File: src/rtl/schoolbook_div.sv
// Restoring shift-subtract divider: 2W-bit dividend / W-bit divisor, one quotient bit per clock.
// Quotient bits shift into the low end of the dividend register as its top bits are consumed.
module schoolbook_div #(
    parameter int W  = 233,
    parameter int CW = 9
) (
    input  logic            clk,
    input  logic            rst,
    input  logic            start,
    input  logic [2*W-1:0]  a,
    input  logic [W-1:0]    b,
    output logic [2*W-1:0]  q,
    output logic [W-1:0]    r,
    output logic            busy,
    output logic            done,
    output logic            div0
);

    typedef enum logic [1:0] {IDLE, RUN, DONE} state_t;

    localparam logic [CW-1:0] LAST = CW'(2 * W - 1);

    state_t          state_q, state_d;
    logic [CW-1:0]   count_q, count_d;
    logic [2*W-1:0]  d_q, d_d;
    logic [W-1:0]    b_q, b_d;
    logic [W:0]      p_q, p_d;
    logic [W-1:0]    alo_q, alo_d;
    logic [2*W-1:0]  q_q, q_d;
    logic [W-1:0]    r_q, r_d;
    logic            div0_q, div0_d;

    logic [W:0]      t;
    logic            qbit;
    logic [W:0]      p_nxt;
    logic [2*W-1:0]  d_nxt;
    logic            accept;
    logic            last;

    // One iteration of the restoring step; P stays below B so W+1 bits hold T.
    always_comb begin
        t     = {p_q[W-1:0], d_q[2*W-1]};
        qbit  = (t >= {1'b0, b_q});
        p_nxt = qbit ? (t - {1'b0, b_q}) : t;
        d_nxt = {d_q[2*W-2:0], qbit};
    end

    assign accept = start && (state_q != RUN);
    assign last   = (state_q == RUN) && (count_q == LAST);

    // State register
    always_ff @(posedge clk) begin
        if (rst) begin
            state_q <= IDLE;
            count_q <= '0;
            d_q     <= '0;
            b_q     <= '0;
            p_q     <= '0;
            alo_q   <= '0;
            q_q     <= '0;
            r_q     <= '0;
            div0_q  <= 1'b0;
        end else begin
            state_q <= state_d;
            count_q <= count_d;
            d_q     <= d_d;
            b_q     <= b_d;
            p_q     <= p_d;
            alo_q   <= alo_d;
            q_q     <= q_d;
            r_q     <= r_d;
            div0_q  <= div0_d;
        end
    end

    // Next-state and datapath update
    always_comb begin
        state_d = state_q;
        count_d = count_q;
        d_d     = d_q;
        b_d     = b_q;
        p_d     = p_q;
        alo_d   = alo_q;
        q_d     = q_q;
        r_d     = r_q;
        div0_d  = div0_q;
        case (state_q)
            IDLE, DONE: begin
                if (accept) begin
                    state_d = RUN;
                    count_d = '0;
                    d_d     = a;
                    b_d     = b;
                    p_d     = '0;
                    alo_d   = a[W-1:0];
                end else begin
                    state_d = IDLE;
                end
            end
            RUN: begin
                d_d     = d_nxt;
                p_d     = p_nxt;
                count_d = count_q + 1'b1;
                if (last) begin
                    state_d = DONE;
                    // Divide by zero overrides whatever the datapath produced.
                    if (b_q == '0) begin
                        q_d    = '1;
                        r_d    = alo_q;
                        div0_d = 1'b1;
                    end else begin
                        q_d    = d_nxt;
                        r_d    = p_nxt[W-1:0];
                        div0_d = 1'b0;
                    end
                end
            end
            default: state_d = IDLE;
        endcase
    end

    // Output decode
    always_comb begin
        busy = (state_q == RUN);
        done = (state_q == DONE);
        q    = q_q;
        r    = r_q;
        div0 = div0_q;
    end

endmodule

File: config.mk
export PLATFORM = sky130hd
export DESIGN_NAME = schoolbook_div
export DESIGN_NICKNAME = d
export VERILOG_FILES = /design/src/rtl/schoolbook_div.sv
export SDC_FILE = /design/constraint.sdc
export NUM_CORES = 2
export LEC_CHECK = 0
export BUFFER_PORTS_ARGS = -buffer_cell sky130_fd_sc_hd__buf_2
export CORE_AREA = 3 3 547 549
export CTS_CLUSTER_DIAMETER = 50
export DETAILED_ROUTE_END_ITERATION = 8
export DIE_AREA = 0 0 550 552
export HOLD_SLACK_MARGIN = 0.1
export PLACE_DENSITY = 0.51
export SLEW_MARGIN = 20
export SYNTH_ARGS = -nofsm -noshare
export SYNTH_HDL_FRONTEND = slang
export SYNTH_SLANG_ARGS = --single-unit
File: constraint.sdc
create_clock -name clk -period 6.9 [get_ports clk]
set_clock_uncertainty 0.2 [all_clocks]
set_input_delay 1.035 -clock clk [delete_from_list [all_inputs] [get_ports clk]]
set_output_delay 1.035 -clock clk [all_outputs]
set_load 0.01 [all_outputs]
## After elaboration in Yosys (flattened, before gate mapping)

Index checks and enable logic that the tools add are counted.

- Register bits: 1876
- Output and inout port bits: 702
- Word-level logic and storage cells: 40

- Add/sub/neg operators: 2
- Magnitude comparators: 1
- Eq/ne operators: 6
- Muxes and demuxes: 13
- Reduce and logical (&&, ||, !) cells: 9

Operators by type and width:

| kind | number |
|---|---|
| 2-to-1 mux 466 bit | 2 |
| case mux 466 bit (2 select lines) | 1 |
| 2-to-1 mux 233 bit | 3 |
| case mux 233 bit (2 select lines) | 1 |
| greater-or-equal comparator 234 x 233 -> 1 bit | 1 |
| zero test 233 bit | 1 |
| subtractor 233 bit | 1 |
| case mux 9 bit (2 select lines) | 1 |
| adder 9 x 1 -> 9 bit, second input constant | 1 |
| equality test 9 bit, second input constant | 1 |
| 2-to-1 mux 9 bit | 1 |
| AND reduction 2 bit | 3 |
| != test 2 x 1 -> 1 bit, second input constant | 2 |
| case mux 2 bit (2 select lines) | 1 |
| equality test 2 x 1 -> 1 bit, second input constant | 1 |
| equality test 2 bit, second input constant | 1 |
| logical AND 1 bit | 2 |
| zero test 2 bit | 1 |
| 2-to-1 mux 1 bit | 2 |
| 2-to-1 mux 2 bit | 1 |
| != test 2 bit, second input constant | 1 |
| nonzero test 2 bit | 1 |
| OR reduction 2 bit | 1 |

## Longest topological paths before layout

- Depth after elaboration: 4
- Gate-level depth with buffers: 20
- Depth with buffers taken out: 17

## Least setup slack after synthesis

No wires, ideal clock.

- Path kind: reg-to-reg
- From: register d_q[465]
- To: register r_q[220] (netlist: r[220])
- Library setup time: 0.130 ns
- Data arrival time: 3.537 ns
- Setup slack: 3.033 ns
- Cell stages (with the launch flop): 18
- Buffers on the path: 0
- Clock period less this slack: 3.867 ns
- Cells stage by stage: dfxtp_1 > inv_1 > ha_1 > inv_1 > fa_1 > a21o_1 > a221oi_2 > o21ai_1 > a21o_1 > a211o_1 > a31oi_1 > o211ai_2 > a41o_1 > a31oi_1 > o41ai_2 > a41oi_1 > xor2_1 > o21ai_1

- Cells in the longest elaborated chain, start to end: 3
- Elaborated cells on any way between the ends: 4
- Classes of those cells: add/sub (1); order compare (1); mux (2)

RTL lines:

| what | line | text |
|---|---|---|
| start, declared | 25 | `logic [2*W-1:0] d_q, d_d;` |
| start signal, assigned | 56 | `d_q <= '0;` |
| start signal, assigned | 66 | `d_q <= d_d;` |
| subtractor 233 bit / greater-or-equal comparator 234 x 233 -> 1 bit (equally long branches) | 44, 43 |  |
| 2-to-1 mux 233 bit (*) | 44 | `p_nxt = qbit ? (t - {1'b0, b_q}) : t;` |
| 2-to-1 mux 233 bit (*) | 107 | `if (b_q == '0) begin` |
| end signal, assigned | 71 | `r_q <= r_d;` |
| end, declared | 30 | `logic [W-1:0] r_q, r_d;` |

Every way passes the cells marked *; elsewhere a longest branch is shown, timed or not.
A chain may end at the register's enable or synchronous reset.

## Final worst setup path

- From: register b_q[92]
- To: register r_q[86] (netlist: r[86])

- Cells in the longest elaborated chain, start to end: 3
- Elaborated cells on any way between the ends: 4
- Classes of those cells: order compare (1); mux (2); reduce/logical (1)

RTL lines:

| what | line | text |
|---|---|---|
| start, declared | 26 | `logic [W-1:0] b_q, b_d;` |
| start signal, assigned | 57 | `b_q <= '0;` |
| start signal, assigned | 67 | `b_q <= b_d;` |
| greater-or-equal comparator 234 x 233 -> 1 bit | 43 | `qbit = (t >= {1'b0, b_q});` |
| 2-to-1 mux 233 bit | 44 |  |
| 2-to-1 mux 233 bit (*) | 107 |  |

Marked as above.

==> results.cfg <==
[sta]
setup-violations-final = 0
finalHoldViolations = 0
tightest_slew_ns = 1.19
period_minus_slack_ns = 6.25
finalCritPeriodShare_pct = 90.6
timing.fmax_mhz = 160
setup_tns_ns = 0
rsz0062_at_grt = false
slew_headroom_pct = 19.7
final_max_slew_viol_count = 0

[drt]
dr.pass1.iters = 8
ant_nets = 0
drt-initial-drc-count = 11300
wl_per_cell_um = 29.4
drc = 0
vias = 97300
wl_mm = 507
vias_per_cell = 5.65

[cts]
cts_root_buf = clkbuf_16
cts_max_level = 5
postCtsSetupBuffers = 0
cts_sinks = 1876
clockBufferDepth = 4
postCtsHoldBufs = 0
cts_tree = done
worstSkewPairLatency_ns = 0.90
cts_resized = 0
numCtsBuffers = 286
clk_pin_slew_ns = 0.06

[grt]
grt_usage_pct = 31.6
use_met2_pct = 43.9
grt_max_degree = 220
met1_usage_pct = 44.3
grt_pass1_vias = 90300
antenna_found_initial = 156
grt_overflow = 0
grt.busiest_layer = met1
grt_pass1_wl_mm = 701
grtUsageMet3_pct = 9.44

[pwr]
leakage_nw = 44.7
power_frac_comb_pct = 49.3
pwr-share-seq_pct = 22.8
vdd_ir_drop_max_mv = 0.655
p_sw_share_pct = 46.6
p_int_w = 0.0294
switchingPower_w = 0.0256
pwr-share-clk_pct = 27.9
power_density_mw_per_mm2 = 494

[synthesis]
synth_cells = 12200
yosys-top-cells-area = dfxtp_1, nand2_1, a21oi_1
async_flop_share_pct = 0
ys.flop_type = dfxtp_1
synth_area_leader_cell = dfxtp_1
synth-seq-cells = 1876
synth-edff-count = 0
ys_warn_count = 0
synth_top_area_share_pct = 41.0
syn_area_mm2 = 0.0916
yosys.cell_types.count = 110
seq_area_frac_synth_pct = 41.0
syn_avg_cell_area_um2 = 7.54
syn_nets = 13100

[floorplan]
start_util_pct = 31.1
coreArea_mm2 = 0.294
die_h_um = 552
die_width_um = 550
dieArea_mm2 = 0.304
io_pins = 1404
num_rows = 199

[layout]
syn_to_final_growth_pct = 21.7
n_fill_cell = 31600
drive_gt1_share_pct = 16.4
mostFrequentLayoutCells = nand2_1, dfxtp_1, buf_2, nor2_1, a21oi_1
fin_area_mm2 = 0.112
nNetsFinal = 13900
final_common_cell = nand2_1

[hold_path]
hold_class = in2reg
holdCritStartpoint = b[174]
holdPathStages = 3
hold_end = b_q[174]

[placement]
portBuffers = 1403
gp_congestion = 1.14
dp_hpwl_mm = 390
place_area_mm2 = 0.101

[setup_path]
crit_required_ns = 7.47
r2r-start = b_q[92]
start_kind = flop
critPathMaxFanout = 53
worst_r2r_path_depth = 15
endpoint_kind = flop
r2r_setup_slack_ns = 0.65
timing.rr.end = r[86]
critPathArrivalTime_ns = 6.82
criticalPathCategory = reg2reg

[job]
maxCapViolCount = 0

[outcome]
outcome = completed
## how the worst max path moves through the flow
stage | cells past startpoint | slack [ns] | endpoint | startpoint
final | 15 | 0.65 | r[86] | b_q[92]
after global routing | 16 | 0.66 | r[86] | b_q[145]
after CTS | 14 | 0.86 | r[85] | b_q[137]
after detailed placement | 14 | 0.82 | r[85] | b_q[137]
after global placement | 15 | 0.77 | r[94] | b_q[92]
after floorplan | 17 | 3.03 | r[220] | d_q[465]
## synthesized netlist by cell type (20+ instances only)
library cell / instances
a31oi_1: 44
xor2_1: 97
buf_1: 25
o2bb2a_1: 67
nand2_1: 2513
a21o_1: 112
o21a_1: 43
inv_1: 331
mux2_2: 27
a21boi_0: 29
a22oi_1: 36
o22ai_1: 20
nand4_1: 179
a22o_1: 118
o21bai_1: 78
clkbuf_1: 860
o21ai_0: 461
a311oi_1: 479
nor2_1: 1350
xnor2_1: 126
nor3_1: 1005
o31ai_1: 29
and3_1: 33
dfxtp_1: 1876
a21oi_1: 1018
nand3_1: 75
buf_2: 94
and4_1: 26
ha_1: 235
nand2b_1: 20
mux2i_1: 168
o211ai_1: 23
a211oi_1: 30
nor4_1: 87
o21ai_1: 120
## layer usage
layer,wire length [um],share of wire (%)
met2,202000,40
met1,223000,44
met5,525,0.10
met3,53700,11
met4,28600,5.6
## cells by family (layout without fill, tap and decap cells)
logic type / after synthesis / count (layout) / share of synthesized area (%)
compound gates: 2895 / 2895 / 20.7
xor+xnor: 223 / 223 / 2.13
fa+ha+maj: 236 / 236 / 3.23
buf+inv: 1339 / 2401 / 5.76
flops: 1876 / 1876 / 41.0
mux: 195 / 195 / 2.17
other cells: 0 / 97 / 0
simple gates: 5396 / 5396 / 25.0
## cell type report
class	count	area (um^2)	share of cell area, %
Clock inverter	162	2110	1.89
Multi-Input combinational cell	8945	48900	43.9
Antenna cell	97	243	0.218
Clock buffer	359	7910	7.09
Tap cell	3919	4900	4.40
Inverter	333	1260	1.13
Timing Repair Buffer	1547	8610	7.72
Sequential cell	1876	37600	33.7
## critical path, stage by stage, from the launching register on
cell and delay [ns]:
dfxtp_1 0.34, inv_1 0.05, ha_1 0.56, nand2_2 0.21, nor3_1 0.35, nand2_1 0.35
nor4_1 0.60, nand4_1 0.56, nor4_1 0.51, buf_4 0.19, a2111o_1 0.17, a41o_4 0.48
buf_12 0.39, mux2i_1 0.67, o21ai_0 0.18, a22o_1 0.22
## state kept, by name, summed over array words and instances (netlist names)
| register | flops |
|---|---|
| alo_q | 233 |
| b_q | 233 |
| count_q | 9 |
| d_q | 466 |
| div0 | 1 |
| p_q | 233 |
| q | 466 |
| r | 233 |
| state_q | 2 |
## metrics by stage
step | total power [W] | worst slack (ns) | std cells | utilization (%) | hold WS [ns]
after global routing | 0.0571 | 0.658 | 17200 | 37.9 | 0.156
after floorplan | 0.0291 | 3.03 | 12200 | - | 0.231
after detailed placement | 0.0387 | 0.823 | 16600 | 34.4 | 0.236
final | 0.0550 | 0.649 | 17200 | 37.9 | 0.189
after global placement | 0.0388 | 0.769 | 16600 | 34.4 | 0.229
after CTS | 0.0541 | 0.856 | 17100 | 37.8 | 0.118
## power by group through the flow
| stage | registers [W] | logic (W) | clock network [W] |
|---|---|---|---|
| 2_1_floorplan | 0.0123 | 0.0168 | 0 |
| 3_3_place_gp | 0.0127 | 0.0261 | 0 |
| 3_5_place_dp | 0.0127 | 0.0260 | 0 |
| 4_1_cts | 0.0125 | 0.0261 | 0.0156 |
| 5_1_grt | 0.0126 | 0.0284 | 0.0161 |
| 6_report | 0.0125 | 0.0271 | 0.0154 |
Power figures use the tool's default switching activity.
